`config.mk`:
```
export PLATFORM = sky130hd
export DESIGN_NAME = icache_param
export DESIGN_NICKNAME = d
export VERILOG_FILES = /design/src/rtl/icache_param.sv
export SDC_FILE = /design/constraint.sdc
export NUM_CORES = 1
export LEC_CHECK = 0
export CAP_MARGIN = 40
export CORE_MARGIN = 2
export CORE_UTILIZATION = 50
export CTS_CLUSTER_SIZE = 8
export DETAILED_ROUTE_END_ITERATION = 12
export PLACE_DENSITY = 0.69
export SLEW_MARGIN = 20
export SYNTH_ARGS = -nofsm -noshare
export SYNTH_HDL_FRONTEND = slang
export SYNTH_SLANG_ARGS = --single-unit
```
`constraint.sdc`:
```
create_clock -name CLK -period 7.2 [get_ports CLK]
set_clock_uncertainty 0.1 [all_clocks]
set_input_delay 2.16 -clock CLK [delete_from_list [all_inputs] [get_ports CLK]]
set_output_delay 2.16 -clock CLK [all_outputs]
set_load 0.01 [all_outputs]
```
`src/rtl/icache_param.sv`:
```
// ---------------------------------------------------------------------------
// icache_param
//   Direct-mapped, read-only instruction cache with parametrised geometry.
//   Hits are answered in the request cycle. A miss runs a BLK_WORDS-word
//   block fill over the iREN/iwait memory interface, one word per cycle in
//   which iwait is low. After the fill the line is validated, and the
//   re-issued fetch hits on the following cycle.
//
// Parameters
//   SETS       number of lines (power of 2, >= 2)
//   BLK_WORDS  32-bit words per line (power of 2, >= 1)
//   CNT_W      width of miss_count
//
// Ports
//   CLK         sole clock, rising edge
//   RST         synchronous, active-high reset
//   imemREN     datapath fetch request
//   imemaddr    fetch byte address; bits [1:0] are ignored
//   ihit        fetch served this cycle
//   imemload    fetched word; zero unless ihit
//   inval       invalidate all lines (one-cycle pulse); aborts a fill
//   iREN        memory read request (high for the whole fill)
//   iaddr       memory word address of the word being filled
//   iwait       memory busy; low while iREN is high means iload is valid
//   iload       memory read data
//   miss_count  number of fills started (wraps)
// ---------------------------------------------------------------------------
module icache_param #(
  parameter int SETS      = 16,
  parameter int BLK_WORDS = 2,
  parameter int CNT_W     = 16
) (
  input  logic             CLK,
  input  logic             RST,
  input  logic             imemREN,
  input  logic [31:0]      imemaddr,
  output logic             ihit,
  output logic [31:0]      imemload,
  input  logic             inval,
  output logic             iREN,
  output logic [31:0]      iaddr,
  input  logic             iwait,
  input  logic [31:0]      iload,
  output logic [CNT_W-1:0] miss_count
);

  localparam int IDX_W = $clog2(SETS);
  localparam int OFF_B = $clog2(BLK_WORDS);
  // The word counter keeps at least one bit, even for one-word lines.
  localparam int CNT_B = (OFF_B > 0) ? OFF_B : 1;
  localparam int TAG_W = 32 - 2 - OFF_B - IDX_W;
  localparam logic [CNT_B-1:0] LAST_WORD = CNT_B'(BLK_WORDS - 1);

  typedef enum logic {IDLE, FILL} state_t;

  state_t             state;
  logic [SETS-1:0]    valid;
  logic [TAG_W-1:0]   tag_mem  [SETS];
  logic [31:0]        data_mem [SETS][BLK_WORDS];

  logic [TAG_W-1:0]   fill_tag;
  logic [IDX_W-1:0]   fill_idx;
  logic [CNT_B-1:0]   cnt;

  // Address split of the incoming fetch.
  logic [TAG_W-1:0]   addr_tag;
  logic [IDX_W-1:0]   addr_idx;
  logic [CNT_B-1:0]   addr_woff;

  assign addr_tag  = imemaddr[31 -: TAG_W];
  assign addr_idx  = imemaddr[2 + OFF_B +: IDX_W];
  // With one-word lines there is no offset field; the mask forces offset 0.
  assign addr_woff = imemaddr[2 +: CNT_B] & LAST_WORD;

  // The byte-select bits take no part in a word-wide cache.
  logic unused_byte_sel;
  assign unused_byte_sel = ^imemaddr[1:0];

  logic lookup_hit;   // tag lookup result, before inval suppression
  logic start_fill;
  logic fill_accept;  // a fill word is delivered this cycle
  logic fill_last;    // ... and it is the final word of the line

  // NOTE: every output of this block gets a default first, so no latches.
  always_comb begin
    lookup_hit  = 1'b0;
    ihit        = 1'b0;
    imemload    = '0;
    iREN        = 1'b0;
    iaddr       = '0;
    start_fill  = 1'b0;
    fill_accept = 1'b0;
    fill_last   = 1'b0;

    if (state == IDLE) begin
      lookup_hit = imemREN && valid[addr_idx] && (tag_mem[addr_idx] == addr_tag);
      // An inval pulse suppresses both the hit and a new fill in the same cycle.
      ihit       = lookup_hit && !inval;
      start_fill = imemREN && !lookup_hit && !inval;
      if (ihit) begin
        imemload = data_mem[addr_idx][addr_woff];
      end
    end else begin
      iREN        = 1'b1;
      iaddr       = {fill_tag, fill_idx, {(OFF_B + 2){1'b0}}} | (32'(cnt) << 2);
      fill_accept = !iwait;
      fill_last   = !iwait && (cnt == LAST_WORD);
    end
  end

  // Control state. RST outranks inval, which outranks fill completion.
  // NOTE: sequential state uses non-blocking assignments only, so every
  // register samples pre-edge values regardless of statement order.
  always_ff @(posedge CLK) begin
    if (RST) begin
      state      <= IDLE;
      valid      <= '0;
      cnt        <= '0;
      fill_tag   <= '0;
      fill_idx   <= '0;
      miss_count <= '0;
    end else begin
      case (state)
        IDLE: begin
          if (inval) begin
            valid <= '0;
          end else if (start_fill) begin
            fill_tag   <= addr_tag;
            fill_idx   <= addr_idx;
            cnt        <= '0;
            miss_count <= miss_count + 1'b1;
            // The old line is dropped at once, so a half-filled block can
            // never be mistaken for a valid one.
            valid[addr_idx] <= 1'b0;
            state           <= FILL;
          end
        end
        FILL: begin
          if (inval) begin
            valid <= '0;
            state <= IDLE;
          end else if (fill_accept) begin
            cnt <= cnt + 1'b1;
            if (fill_last) begin
              valid[fill_idx] <= 1'b1;
              state           <= IDLE;
            end
          end
        end
        default: state <= IDLE;
      endcase
    end
  end

  // Tag and data arrays. Their contents are only observable through a set
  // valid bit, so a word written in an aborted cycle is harmless.
  // NOTE: the storage arrays are deliberately left out of reset; the valid
  // bits alone decide whether their contents are meaningful.
  always_ff @(posedge CLK) begin
    if (fill_accept) begin
      data_mem[fill_idx][cnt] <= iload;
    end
    if (fill_last) begin
      tag_mem[fill_idx] <= fill_tag;
    end
  end

endmodule

```
# After elaboration in Yosys (flattened, before gate mapping)
# Memories as Yosys holds them, arrays and structs flattened.
# Index checks and enable logic that the tools add are counted.
# W data, S select, Z words.
dict set report word_totals {
  reg_bits 63
  latchBits 0
  ram_bits 1424
  mem_bits_ro 0
  input_bits 69
  out_inout_bits 82
  elab_cells 88
  mem_count 2
}
# memory words width rd rd_ports_with_merged_regs write_ports line_no
set mem_list {}
lappend mem_list {data_mem 16 64 1 0 1 59} ;# logic [31:0] data_mem [SETS][BLK_WORDS];
lappend mem_list {tag_mem 16 25 1 0 1 58} ;# logic [TAG_W-1:0] tag_mem [SETS];
dict set report classes {
  add_sub_neg 2
  n_mul 0
  n_div 0
  magnitude_cmp 7
  eq_ne 8
  shifts 0
  mux 40
  bitwise_logic 8
  n_reduce_logical 15
}
# op count
set ops {}
lappend ops {{$mux W32} 7}
lappend ops {{$mux W16} 5}
lappend ops {{$mux W64} 1}
lappend ops {{$demux W32 S1} 1}
lappend ops {{$or A32 B3 Y32} 1}
lappend ops {{$pmux W16 S2} 1}
lappend ops {{$eq A25 B25 Y1} 1}
lappend ops {{$mux W1} 20}
lappend ops {{$add A16 B1 Y16 const B} 1}
lappend ops {{$and A16 B16 Y16} 1}
lappend ops {{$not A16 Y16} 1}
lappend ops {{$or A16 B16 Y16} 1}
lappend ops {{$lt A4 B5 Y1 const B} 2}
lappend ops {{$logic_and A1 B1 Y1} 9}
lappend ops {{$demux W1 S4} 2}
lappend ops {{$ge A4 B1 Y1 const B} 2}
lappend ops {{$ne A2 B2 Y1 const B} 3}
lappend ops {{$ne A3 B2 Y1 const B} 2}
lappend ops {{$reduce_and A3 Y1} 2}
lappend ops {{$bmux W1 S4} 1}
lappend ops {{$ge A2 B2 Y1 const B} 2}
lappend ops {{$not A1 Y2} 2}
lappend ops {{$pmux W1 S2} 2}
lappend ops {{$reduce_and A4 Y1} 1}
lappend ops {{6 further kinds} 9}

# Depth between registers and ports, before layout
dict set report depth {
  depth_word 11
  depth_mapped 17
  depth_no_buf 9
}

# Least setup slack after synthesis
# OpenSTA, ideal clock, no wires.
dict set report synth_path {
  path_kind {input-to-output}
  startpoint {input port imemaddr[4]}
  endpoint {output port imemload[10]}
  arrival_ns 5.065
  required_ns 4.940
  path_slack_ns -0.125
  stages 12
  path_cell_list {buf_2 > buf_6 > buf_4 > buf_2 > buf_4 > clkbuf_1 > clkbuf_1 > clkbuf_1 > mux4_2 > mux4_2 > mux2i_1 > nor2_1}
}
dict set report synth_via {
  elab_chain_cells 7
  word_cells_on_any_way 13
  classes_between {1 x eq/ne; 7 x mux; 3 x reduce/logical; 2 x memory}
}
# item line_no
set synth_lines {}
lappend synth_lines {{from (decl)} 36} ;# input logic [31:0] imemaddr,
lappend synth_lines {{parallel branches: the longest is 5 deep, another holds $mem_v2 Z16 W25} --}
lappend synth_lines {{$mux W32 *} 100} ;# if (ihit) begin
lappend synth_lines {{$mux W32 *} 95} ;# if (state == IDLE) begin
lappend synth_lines {{to (decl)} 38} ;# output logic [31:0] imemload,
# Every way passes the cells marked *. The select of a mux whose other input is x is not followed.

# Worst setup path in the final report
dict set report layout_path {
  startpoint {input port imemaddr[4]}
  endpoint {output port imemload[29]}
}
# The elaborated chain is that of the path after synthesis.

==> flow_summary.yaml <==
pwr:
  comb_power_share_pct: 5.1
  p_leak_nw: 23.0
  pwr-share-seq_pct: 50.0
  clkPwrFrac_pct: 44.9
  swShare_pct: 20.9
  switchingPower_mw: 3.99
  p_per_area_mw_per_mm2: 270
  peakVddDrop_mv: 0.277
  power.internal_mw: 15.1
global_routing:
  grt_antenna_before_repair: 7
  grt_max_degree: 113
  overflow: 0
  gr-usage-all-layers_pct: 24.5
  grt_pass1_vias: 31700
  grt_pass1_wl_um: 213000
route:
  totalWireLength_um: 147000
  wl_per_cell_um: 30.0
  drtAntennaViolNets: 0
  vias: 30400
  first_iter_violations: 3579
  drc_errors: 0
  drt_first_pass_iters: 6
  viasPerCell: 6.23
worst_setup_path:
  crit_path_end_kind: "output port"
  startpoint_type: "input pin"
  reg2reg_depth: 10
  crit_fanout: 7
  r2r_end: "miss_count[14]$_SDFFE_PP0P_"
  critPathRequiredTime_ns: 4.94
  crit_path_end: "imemload[29]"
  rr_startpoint: "tag_mem[1][1]$_DFFE_PP_"
  rrSetupSlack_ns: 3.38
  worst_ep_arrival_time_ns: 5.34
  criticalPathCategory: "input pin to output port"
  startpoint: "imemaddr[4]"
synth:
  synthTopCellsByCount: "1424 x edfxtp_1, 383 x mux4_2, 148 x mux2i_1"
  synth_top_area_cell: "edfxtp_1"
  synthCells: 2758
  synth.avg_cell_area_um2: 21.1
  synth_edf_count: 1424
  ys_types: 64
  ys_ff_latch: 1487
  ys_warn_count: 0
  yosysMostFrequentCell: "edfxtp_1"
  synth_area_mm2: 0.0583
  synthArstFlopShare_pct: 0
  synth_seq_area_share_pct: 75.5
  netlist_top_cells_area: "edfxtp_1 73%, mux4_2 15%, mux2i_1 2.5%"
  yosysTopAreaCellShare_pct: 73.4
  synth_ff_type: "edfxtp_1"
sta:
  final_hold_viol_count: 0
  post-route-min-period_ns: 7.60
  slew_viol_final: 0
  fin_crit_sh_pct: 106
  finalSetupTns_ns: -10.54
  timing.final.ws_setup_ns: -0.404
  slew_headroom_pct: 39.4
  fmax_mhz: 132
  rsz0062_at_grt: "yes"
  setup_viol: 33
  tightest_slew_ns: 0.907
die:
  initial_utilization_pct: 50.3
  die_y_um: 345
  die_x_um: 345
  dieArea_mm2: 0.119
  coreArea_mm2: 0.116
  io_pins: 151
  rows: 125
job:
  cap_violations: 0
clock_tree:
  clk_pin_slew_ns: 0.05
  cts-buffers-inserted: 204
  clk-insertion-delay-late_ns: 0.80
  cts_tree: "done"
  root_buffer: "clkbuf_16"
  cts.sinks: 1487
  clockBufferDepth: 3
  htree_levels: 4
layout:
  layout.nets: 3351
  syn_to_final_growth_pct: 21.6
  n_fill_cell: 7753
  drive_gt1_share_pct: 33.1
placed_design:
  place_hpwl_um: 85500
  place_congestion: 0.912
  numPortBuffers: 146
  dp_slack_ns: -1.39
status:
  status: "finished, violations left"
  violations: "setup timing"
min_path:
  hp-class: "register to register"
  min_from: "miss_count[15]$_SDFFE_PP0P_"
-- cell families after synthesis --
kind of cell	Yosys count	synth area share, %
xor+xnor	25	0.376
buf+inv	168	1.33
mux	560	17.9
other cells	1	0.00643
compound gates	161	1.93
flops	1487	75.5
simple gates	355	2.89
fa+ha+maj	1	0.0215
-- power groups by stage --
stage	Combinational [mW]	Clock, mW	Sequential, mW
after floorplan	0.509	0	9.69
after global placement	0.873	0	9.70
after detailed placement	0.915	0	9.71
after CTS	0.943	8.67	9.54
after global routing	1.04	9.05	9.54
final	0.980	8.57	9.54
-- area by class of cell --
| class | count | area (um^2) | share of cell area, % |
|---|---|---|---|
| Multi-Input combinational cell | 1104 | 14200 | 20.1 |
| Clock inverter | 14 | 265 | 0.374 |
| Antenna cell | 3 | 7.51 | 0.0106 |
| Timing Repair Buffer | 469 | 4970 | 7.01 |
| Clock buffer | 272 | 5400 | 7.63 |
| Sequential cell | 1487 | 44000 | 62.1 |
| Inverter | 15 | 61.3 | 0.0865 |
| Tap cell | 1524 | 1910 | 2.69 |
-- how the worst min path moves through the flow --
stage,end,slack [ns],depth (start not counted)
after floorplan,fill_idx[2]$_SDFFE_PP0P_,0.37,2
after global placement,miss_count[15]$_SDFFE_PP0P_,0.38,2
after detailed placement,miss_count[15]$_SDFFE_PP0P_,0.41,2
after CTS,miss_count[15]$_SDFFE_PP0P_,0.41,2
after global routing,miss_count[15]$_SDFFE_PP0P_,0.43,2
final,miss_count[15]$_SDFFE_PP0P_,0.41,2
-- layout by cell type, fill, tap and decap left out, types with 28 or more instances in the layout --
cell / netlist / final
buf_6: 9 / 59
mux2_2: 29 / 29
nor2_1: 108 / 28
mux4_2: 383 / 383
mux2i_1: 148 / 143
clkdlybuf4s50_1: 0 / 106
nor2_4: 0 / 77
dfxtp_1: 63 / 63
clkbuf_1: 71 / 66
buf_4: 13 / 225
and2_1: 35 / 34
edfxtp_1: 1424 / 1424
clkbuf_16: 0 / 209
nand2_1: 98 / 94
o21ai_0: 31 / 28
buf_12: 0 / 28
-- per-layer routing --
layer / vias up / routed length (um) / track usage (%)
met5: - / 41 / 0
met3: 298 / 13100 / 5.26
met1: 16000 / 56200 / 32.8
li1: 12500 / - / -
met2: 1628 / 73100 / 40.3
met4: 6 / 4220 / 8.03
-- state kept, by name (all words and copies together), names as in the netlist --
signal      cells
tag_mem       400
miss_count     16
cnt             1
valid          16
fill_idx        4
data_mem     1024
fill_tag       25
state           1
-- worst max-delay path: stages --
cell and delay (ns):
buf_16 0.13, buf_4 0.13, mux4_2 0.49, mux2i_1 0.17, xor2_1 0.36, o21ai_1 0.15, a211oi_2 0.27, nand4_1 0.19
a2111oi_4 0.44, nand2_2 0.15, buf_6 0.17, clkbuf_16 0.19, buf_6 0.13, nor2_4 0.10, buf_6 0.11
-- repair_timing --
item / in CTS / in global routing
cloned: 1 / 3
gates resized for setup: 170 / 117
buffers inserted: 16 / 13
hold buffers: 0 / 0
setup endpoints to repair: 33 / 33
pin swaps: 8 / 40
-- stage by stage --
step                      instance area, um^2  instances  total power, mW  utilization (%)  hold slack, ns
after floorplan                         58300       2759             10.2                -           0.372
after global placement                  63400       4512             10.6             54.7           0.376
after detailed placement                64100       4551             10.6             55.3           0.406
after CTS                               70000       4854             19.2             60.4           0.414
after global routing                    70800       4887             19.6             61.1           0.426
final                                   70800       4888             19.1             61.1           0.415
No activity file was read; power rests on OpenSTA's default activity.
